===== src/rtl/chan_mux_seq.sv =====
// Registered N:1 channel selector: manual select or round-robin scan over an enable mask.
// Latency: 1 cycle from a load-slot edge to out_data; 2 cycles from an en/mode change to the first capture.
// Backpressure: out_data/out_ch hold while out_valid && !out_ready; a new capture replaces an accepted sample with no bubble.
module chan_mux_seq #(
    parameter int N  = 8,
    parameter int W  = 8,
    parameter int SW = $clog2(N)
) (
    input  logic           clk,
    input  logic           rst_n,
    input  logic           en,
    input  logic           mode,
    input  logic [N*W-1:0] din,
    input  logic [SW-1:0]  sel_in,
    input  logic [N-1:0]   en_mask,
    output logic [W-1:0]   out_data,
    output logic [SW-1:0]  out_ch,
    output logic           out_valid,
    input  logic           out_ready,
    output logic           sel_err,
    output logic           busy
);

    typedef enum logic [1:0] {
        IDLE = 2'd0,
        MAN  = 2'd1,
        SCAN = 2'd2
    } state_t;

    state_t        state_q, state_d;
    logic [W-1:0]  out_data_q, out_data_d;
    logic [SW-1:0] out_ch_q, out_ch_d;
    logic          out_valid_q, out_valid_d;
    logic          sel_err_q, sel_err_d;
    logic [SW-1:0] ptr_q, ptr_d;

    logic          load_slot;
    logic          sel_ok;
    logic          scan_hit;
    logic [SW-1:0] scan_ch;
    logic [SW:0]   idx;
    logic [SW:0]   ptr_nxt;

    always_comb begin
        state_d = IDLE;
        if (en) begin
            state_d = mode ? SCAN : MAN;
        end
    end

    // Walk offsets from far to near so the nearest enabled channel at or after ptr wins.
    always_comb begin
        scan_hit = 1'b0;
        scan_ch  = '0;
        idx      = '0;
        for (int i = N - 1; i >= 0; i--) begin
            idx = {1'b0, ptr_q} + (SW+1)'(i);
            if (idx >= (SW+1)'(N)) begin
                idx = idx - (SW+1)'(N);
            end
            if (en_mask[idx[SW-1:0]]) begin
                scan_hit = 1'b1;
                scan_ch  = idx[SW-1:0];
            end
        end
    end

    always_comb begin
        load_slot   = !out_valid_q || out_ready;
        sel_ok      = ({1'b0, sel_in} < (SW+1)'(N));
        ptr_nxt     = {1'b0, scan_ch} + (SW+1)'(1);
        out_data_d  = out_data_q;
        out_ch_d    = out_ch_q;
        out_valid_d = out_valid_q && !out_ready;
        sel_err_d   = 1'b0;
        ptr_d       = ptr_q;

        case (state_q)
            MAN: begin
                if (load_slot) begin
                    if (sel_ok) begin
                        out_data_d  = din[sel_in*W +: W];
                        out_ch_d    = sel_in;
                        out_valid_d = 1'b1;
                    end else begin
                        sel_err_d = 1'b1;
                    end
                end
            end
            SCAN: begin
                if (load_slot && scan_hit) begin
                    out_data_d  = din[scan_ch*W +: W];
                    out_ch_d    = scan_ch;
                    out_valid_d = 1'b1;
                    ptr_d       = (ptr_nxt == (SW+1)'(N)) ? '0 : ptr_nxt[SW-1:0];
                end
            end
            default: begin
            end
        endcase

        // Every entry into SCAN restarts the sweep at channel 0.
        if (state_d == SCAN && state_q != SCAN) begin
            ptr_d = '0;
        end
    end

    always_ff @(posedge clk or negedge rst_n) begin
        if (!rst_n) begin
            state_q     <= IDLE;
            out_data_q  <= '0;
            out_ch_q    <= '0;
            out_valid_q <= 1'b0;
            sel_err_q   <= 1'b0;
            ptr_q       <= '0;
        end else begin
            state_q     <= state_d;
            out_data_q  <= out_data_d;
            out_ch_q    <= out_ch_d;
            out_valid_q <= out_valid_d;
            sel_err_q   <= sel_err_d;
            ptr_q       <= ptr_d;
        end
    end

    assign out_data  = out_data_q;
    assign out_ch    = out_ch_q;
    assign out_valid = out_valid_q;
    assign sel_err   = sel_err_q;
    assign busy      = (state_q != IDLE);

endmodule


===== config.mk =====
export PLATFORM = sky130hd
export DESIGN_NAME = chan_mux_seq
export DESIGN_NICKNAME = d
export VERILOG_FILES = /design/src/rtl/chan_mux_seq.sv
export SDC_FILE = /design/constraint.sdc
export NUM_CORES = 1
export LEC_CHECK = 0
export BUFFER_PORTS_ARGS = -buffer_cell sky130_fd_sc_hd__buf_2
export CAP_MARGIN = 30
export CORE_ASPECT_RATIO = 1.1
export CORE_MARGIN = 3
export CORE_UTILIZATION = 48
export CTS_BUF_LIST = sky130_fd_sc_hd__clkbuf_8
export CTS_CLUSTER_SIZE = 24
export DETAILED_ROUTE_END_ITERATION = 8
export MAX_ROUTING_LAYER = met4
export PLACE_DENSITY = 0.8
export SYNTH_ARGS = -nofsm -noshare
export SYNTH_HDL_FRONTEND = slang
export SYNTH_SLANG_ARGS = --single-unit

===== constraint.sdc =====
create_clock -name clk -period 3.87 [get_ports clk]
set_clock_uncertainty 0.05 [all_clocks]
set_input_delay 0 -clock clk [delete_from_list [all_inputs] [get_ports clk]]
set_output_delay 0 -clock clk [all_outputs]
set_load 0.1 [all_outputs]

; ---- After elaboration in Yosys (flattened, before gate mapping)
; Cells that the tools add are included.
[totals]
elab_cells = 113
inputBits = 80
register_bits = 17
[classes]
n_mux = 55
n_reduce_logical = 12
n_eq_ne = 7
n_lt_le_gt_ge = 16
shift = 2
add_sub_neg = 16
[op_table]
columns = op, n
row1 = 64-bit by 7-bit variable part select with 8-bit output, 2
row2 = 3-bit two-way mux, 22
row3 = 3-bit by 4-bit less-than comparator with 1-bit output (second input constant), 8
row4 = 4-bit greater-or-equal comparator (second input constant), 7
row5 = 1-bit binary-select mux with 3-bit select, 8
row6 = 3-bit by 1-bit subtractor with 3-bit output (second input constant), 8
row7 = 1-bit two-way mux, 18
row8 = 3-bit by 3-bit adder with 4-bit output (second input constant), 4
row9 = 8-bit two-way mux, 2
row10 = 8-bit one-hot mux with 2 select lines, 1
row11 = 3-bit by 1-bit adder with 4-bit output (second input constant), 2
row12 = 3-bit by 2-bit adder with 4-bit output (second input constant), 2
row13 = 2-bit nonzero test, 4
row14 = 2-bit inequality test (second input constant), 3
row15 = 3-bit one-hot mux with 2 select lines, 1
row16 = 2-bit equality test (second input constant), 2
row17 = 4-bit equality test (second input constant), 1
row18 = 3-bit by 4-bit greater-or-equal comparator with 1-bit output (second input constant), 1
row19 = 2-bit two-way mux, 2
row20 = 1-bit logical AND, 3
row21 = 3-bit AND reduction, 1
row22 = 2-bit by 1-bit equality test with 1-bit output (second input constant), 1
row23 = 1-bit zero test, 2
row24 = 1-bit one-hot mux with 2 select lines, 1
row25 = other kinds (2), 2

; ---- Longest topological paths before layout
[logic_depth]
word_depth = 19
ltp_mapped = 17

; ---- Worst setup path before layout
; Ideal clock, no wire load.
[synth_path]
path_kind = flip-flop to flip-flop
startpoint = reg ptr_q[1]
endpoint = reg out_data_q[5] (netlist: out_data[5])
n_path_buf = 5
arrival_ns = 3.829
setup_ns = 0.104
stages_incl_launch_ff = 17
slack_ns = -0.112
cell_sequence = dfrtp_1 > buf_4 > buf_1 > inv_1 > ha_1 > buf_6 > mux2_1 > mux4_2 > o221a_4 > a211oi_4 > nand2b_1 > buf_6 > o22ai_4 > buf_6 > mux2i_1 > o2bb2ai_1 > o41ai_2
[synth_between]
elab_chain_len = 16
[synth_rtl]
columns = element, line_no
row1 = start: declaration, 35  ; logic [SW-1:0] ptr_q, ptr_d;
row2 = start signal: assignment, 122  ; ptr_q <= ptr_d;
row3 = 3-bit by 3-bit adder with 4-bit output, 57  ; idx = {1'b0, ptr_q} + (SW+1)'(i);
row4 = 4-bit greater-or-equal comparator or 3-bit by 1-bit subtractor with 3-bit output (tied branches), "58, 59"
row5 = 3-bit two-way mux, 58  ; if (idx >= (SW+1)'(N)) begin
row6 = 1-bit binary-select mux with 3-bit select, 61  ; if (en_mask[idx[SW-1:0]]) begin
row7 = 1-bit two-way mux (implied by the code), 61
row8 = 3-bit two-way mux or 1-bit two-way mux (tied branches) (8 in series), 61
row9 = 64-bit by 7-bit variable part select with 8-bit output or 1-bit logical AND (tied branches), "92, 91"
row10 = 8-bit two-way mux or 2-bit inequality test (tied branches), -
row11 = 8-bit one-hot mux with 2 select lines or 3-bit AND reduction (tied branches), -
row12 = end signal: assignment, 118  ; out_data_q <= out_data_d;
row13 = end: declaration, 31  ; logic [W-1:0] out_data_q, out_data_d;
; Several ways; a longest one is shown, not always the timed one. The select of a mux whose other input is x is not followed.
; A chain may end at the register's enable or synchronous reset.

; ---- Worst setup path in the final report
; Same ends and word-level chain as after synthesis.

==> flow_metrics.tcl <==
set metrics [dict create \
    min_path_type "in -> reg" \
    start_kind "flip-flop" \
    critPathCaptureType "flip-flop" \
    cts_max_path_buffers 2 \
    final_hold_viol_count 0 \
    combPwrFrac_pct 83.0 \
    wl_per_cell_microns 16.1 \
    async_reset_ff_share_pct 100 \
    p_sw_share_pct 55.5 \
    place_hpwl_microns 6150 \
    syn-num-nets 405 \
    post-route-min-period_ns 3.63 \
    insertion_delay_ns 0.25 \
    ys_types 60 \
    drtAntennaViolNets 0 \
    grt_max_degree 26 \
    switchingPower_w 0.00132 \
    die_w_microns 79.1 \
    drv_cap 0 \
    antenna_found_initial 0 \
    drive_above_1_share_pct 40.6 \
    path_class "reg -> reg" \
    cts_sinks 17 \
    grt.total_usage_pct 22.7 \
    path_clk_slew_ns 0.07 \
    fin_crit_sh_pct 93.7 \
    power.leakage_nw 1.56 \
    instances_no_fill 489 \
    overflow 0 \
    worst-slew-pin-transition_ns 0.582 \
    rsz0062_at_grt "no" \
    drc 0 \
    utilization_pct 62.9 \
    row_count 28 \
    clock-root-buffer "clkbuf_8" \
    cts_tree "yes" \
    synth_seq_cells 17 \
    cts_made_buffers 3 \
    io_buffers 92 \
    dr.pass1.iters 4 \
    ys_seq_area_share_pct 15.1 \
    initial_core_util_pct 51.0 \
    yosys-top-cells-area "dfrtp_1 15%, mux4_2 9.6%, mux2i_1 7.1%" \
    antenna_cells 0 \
    grt_pass1_wl_microns 12400 \
    dp.cells 480 \
    p_int_w 0.00105 \
    syn_area_sq_um 2820 \
    cp.arrival_ns 3.72 \
    setup_tns_ns 0 \
    cts.htree.levels 1 \
    area_delta_synth_final_pct 23.3 \
    required_ns 3.96 \
    num_vias 2909 \
    final_common_cell "buf_2" \
    final_nets 501 \
    outcome "complete, no violations" \
    p_clk_share_pct 5.5 \
    viasPerCell 5.95 \
    final_max_slew_viol_count 0 \
    setup_viol 0 \
    avgSynthCellArea_sq_um 8.85 \
    dieHeight_microns 86.4 \
    ir_worst_vdd_uv 627 \
    grt_pass1_vias 2717 \
    fmax_ghz 0.276 \
    yosys.area.top_type "dfrtp_1" \
    final_cell_mix "92 x buf_2, 32 x a21oi_1, 30 x nand2_1" \
    nFillCells 484 \
    netlist_instances 319 \
    finalWirelength_microns 7860 \
    yosys_warnings 0 \
    core_sq_um 5540 \
    drt_iter0_drc 185 \
    die-area_sq_um 6840 \
    power_density_nw_per_um2 681 \
    gp_congestion 0.937 \
    min_path_cells 3 \
    synth_top_flop_cell "dfrtp_1" \
    relSlewSlack_pct 61.2 \
    cts_setup_buffers 0 \
    seqPwrFrac_pct 11.6 \
    whs_ns 0.0178 \
    crit_fanout 14 \
    synth_edf_count 0 \
    synth_top_area_share_pct 15.1 \
    ios 94 \
    worst-r2r-cell-count 11 \
]
## flip-flops by register name (all words and copies together) (netlist names)
register and count:
out_valid 1, out_ch 3, state_q 2, ptr_q 3
out_data 8
## path summary, 6_finish.rpt
kind                                         start                       to  slack, ns
setup reg to reg              ptr_q[1]$_DFFE_PN0P_  out_data[5]$_DFFE_PN0P_       0.24
hold / removal                           out_ready      out_valid$_DFF_PN0_       0.02
min in group asynchronous                    rst_n      out_valid$_DFF_PN0_       0.15
max in group asynchronous                    rst_n  out_data[1]$_DFFE_PN0P_       3.34
hold reg to reg            out_data[3]$_DFFE_PN0P_  out_data[3]$_DFFE_PN0P_       0.43
setup / recovery              ptr_q[1]$_DFFE_PN0P_  out_data[5]$_DFFE_PN0P_       0.24
## per-stage QoR
stage / setup WS [ns] / instance area [sq um] / total power (W)
2_1_floorplan: 0.00498 / 2830 / 0.00182
3_3_place_gp: 0.133 / 3360 / 0.00215
3_5_place_dp: 0.0357 / 3360 / 0.00219
4_1_cts: 0.00893 / 3450 / 0.00233
5_1_grt: 0.0369 / 3480 / 0.00252
6_report: 0.243 / 3480 / 0.00237
## power groups by stage
| stage | Clock [W] | Sequential (W) | Combinational (W) |
|---|---|---|---|
| CTS | 0.000131 | 0.000272 | 0.00193 |
| detailed placement | 0 | 0.000273 | 0.00191 |
| finish | 0.000129 | 0.000274 | 0.00197 |
| global route | 0.000135 | 0.000279 | 0.00211 |
| floorplan | 0 | 0.000606 | 0.00121 |
| global placement | 0 | 0.000275 | 0.00188 |
## metal layers
layer  vias up  routed length [microns]  GRT usage [%]
li1       1389                        -              -
met1      1380                     3250           29.0
met2       130                     4010           39.4
met3        10                      489           1.25
met4         0                      108           6.09
met5         -                        0              -
## cell usage after synthesis (3+ instances only)
master,n
a211oi_1,11
a21oi_1,32
and2_1,5
buf_2,4
buf_4,4
buf_6,5
clkbuf_1,8
dfrtp_1,17
ha_1,6
inv_1,10
mux2_1,10
mux2_2,9
mux2_4,9
mux2i_1,20
mux4_2,12
nand2_1,30
nand2b_1,6
nand3_1,3
nor2_1,17
nor2b_1,23
nor3_1,12
o21ai_0,8
o2bb2ai_2,6
o41ai_1,7
or2_2,3
## worst max-delay path, cell delays in order, from the launching register on
cell	delay, ns
dfrtp_1	0.34
inv_1	0.07
ha_2	0.50
mux2_1	0.38
mux4_2	0.54
o221a_4	0.27
a211oi_4	0.23
nand2b_2	0.24
o22ai_4	0.20
mux2_2	0.28
o2bb2ai_1	0.07
o41ai_2	0.34
## cell families after synthesis
group,share of synthesized area (%)
AND/OR/NAND/NOR,18.6
other,0.133
buffers and inverters,6.56
flip-flops,15.1
adder cells (fa/ha/maj),2.66
multiplexers,29.8
XOR/XNOR,2.08
AO/OA/AOI/OAI,25.1
## what timing repair did
item / CTS / global route
resized for setup: 0 / 6
endpoints found under the hold margin: 19 / 0
hold buffers: 4 / 0
setup endpoints to repair: 0 / 8
## layout make-up
class	instances	area, sq um	area share [%]
well taps	75	93.8	2.70
clock inverters	1	3.75	0.108
multi-input cells	269	2250	64.6
repair buffers	113	628	18.0
inverters	11	41.3	1.19
clock buffers	3	41.3	1.19
flip-flops and latches	17	425	12.2
Note: power is estimated with default switching activity, not from simulation.
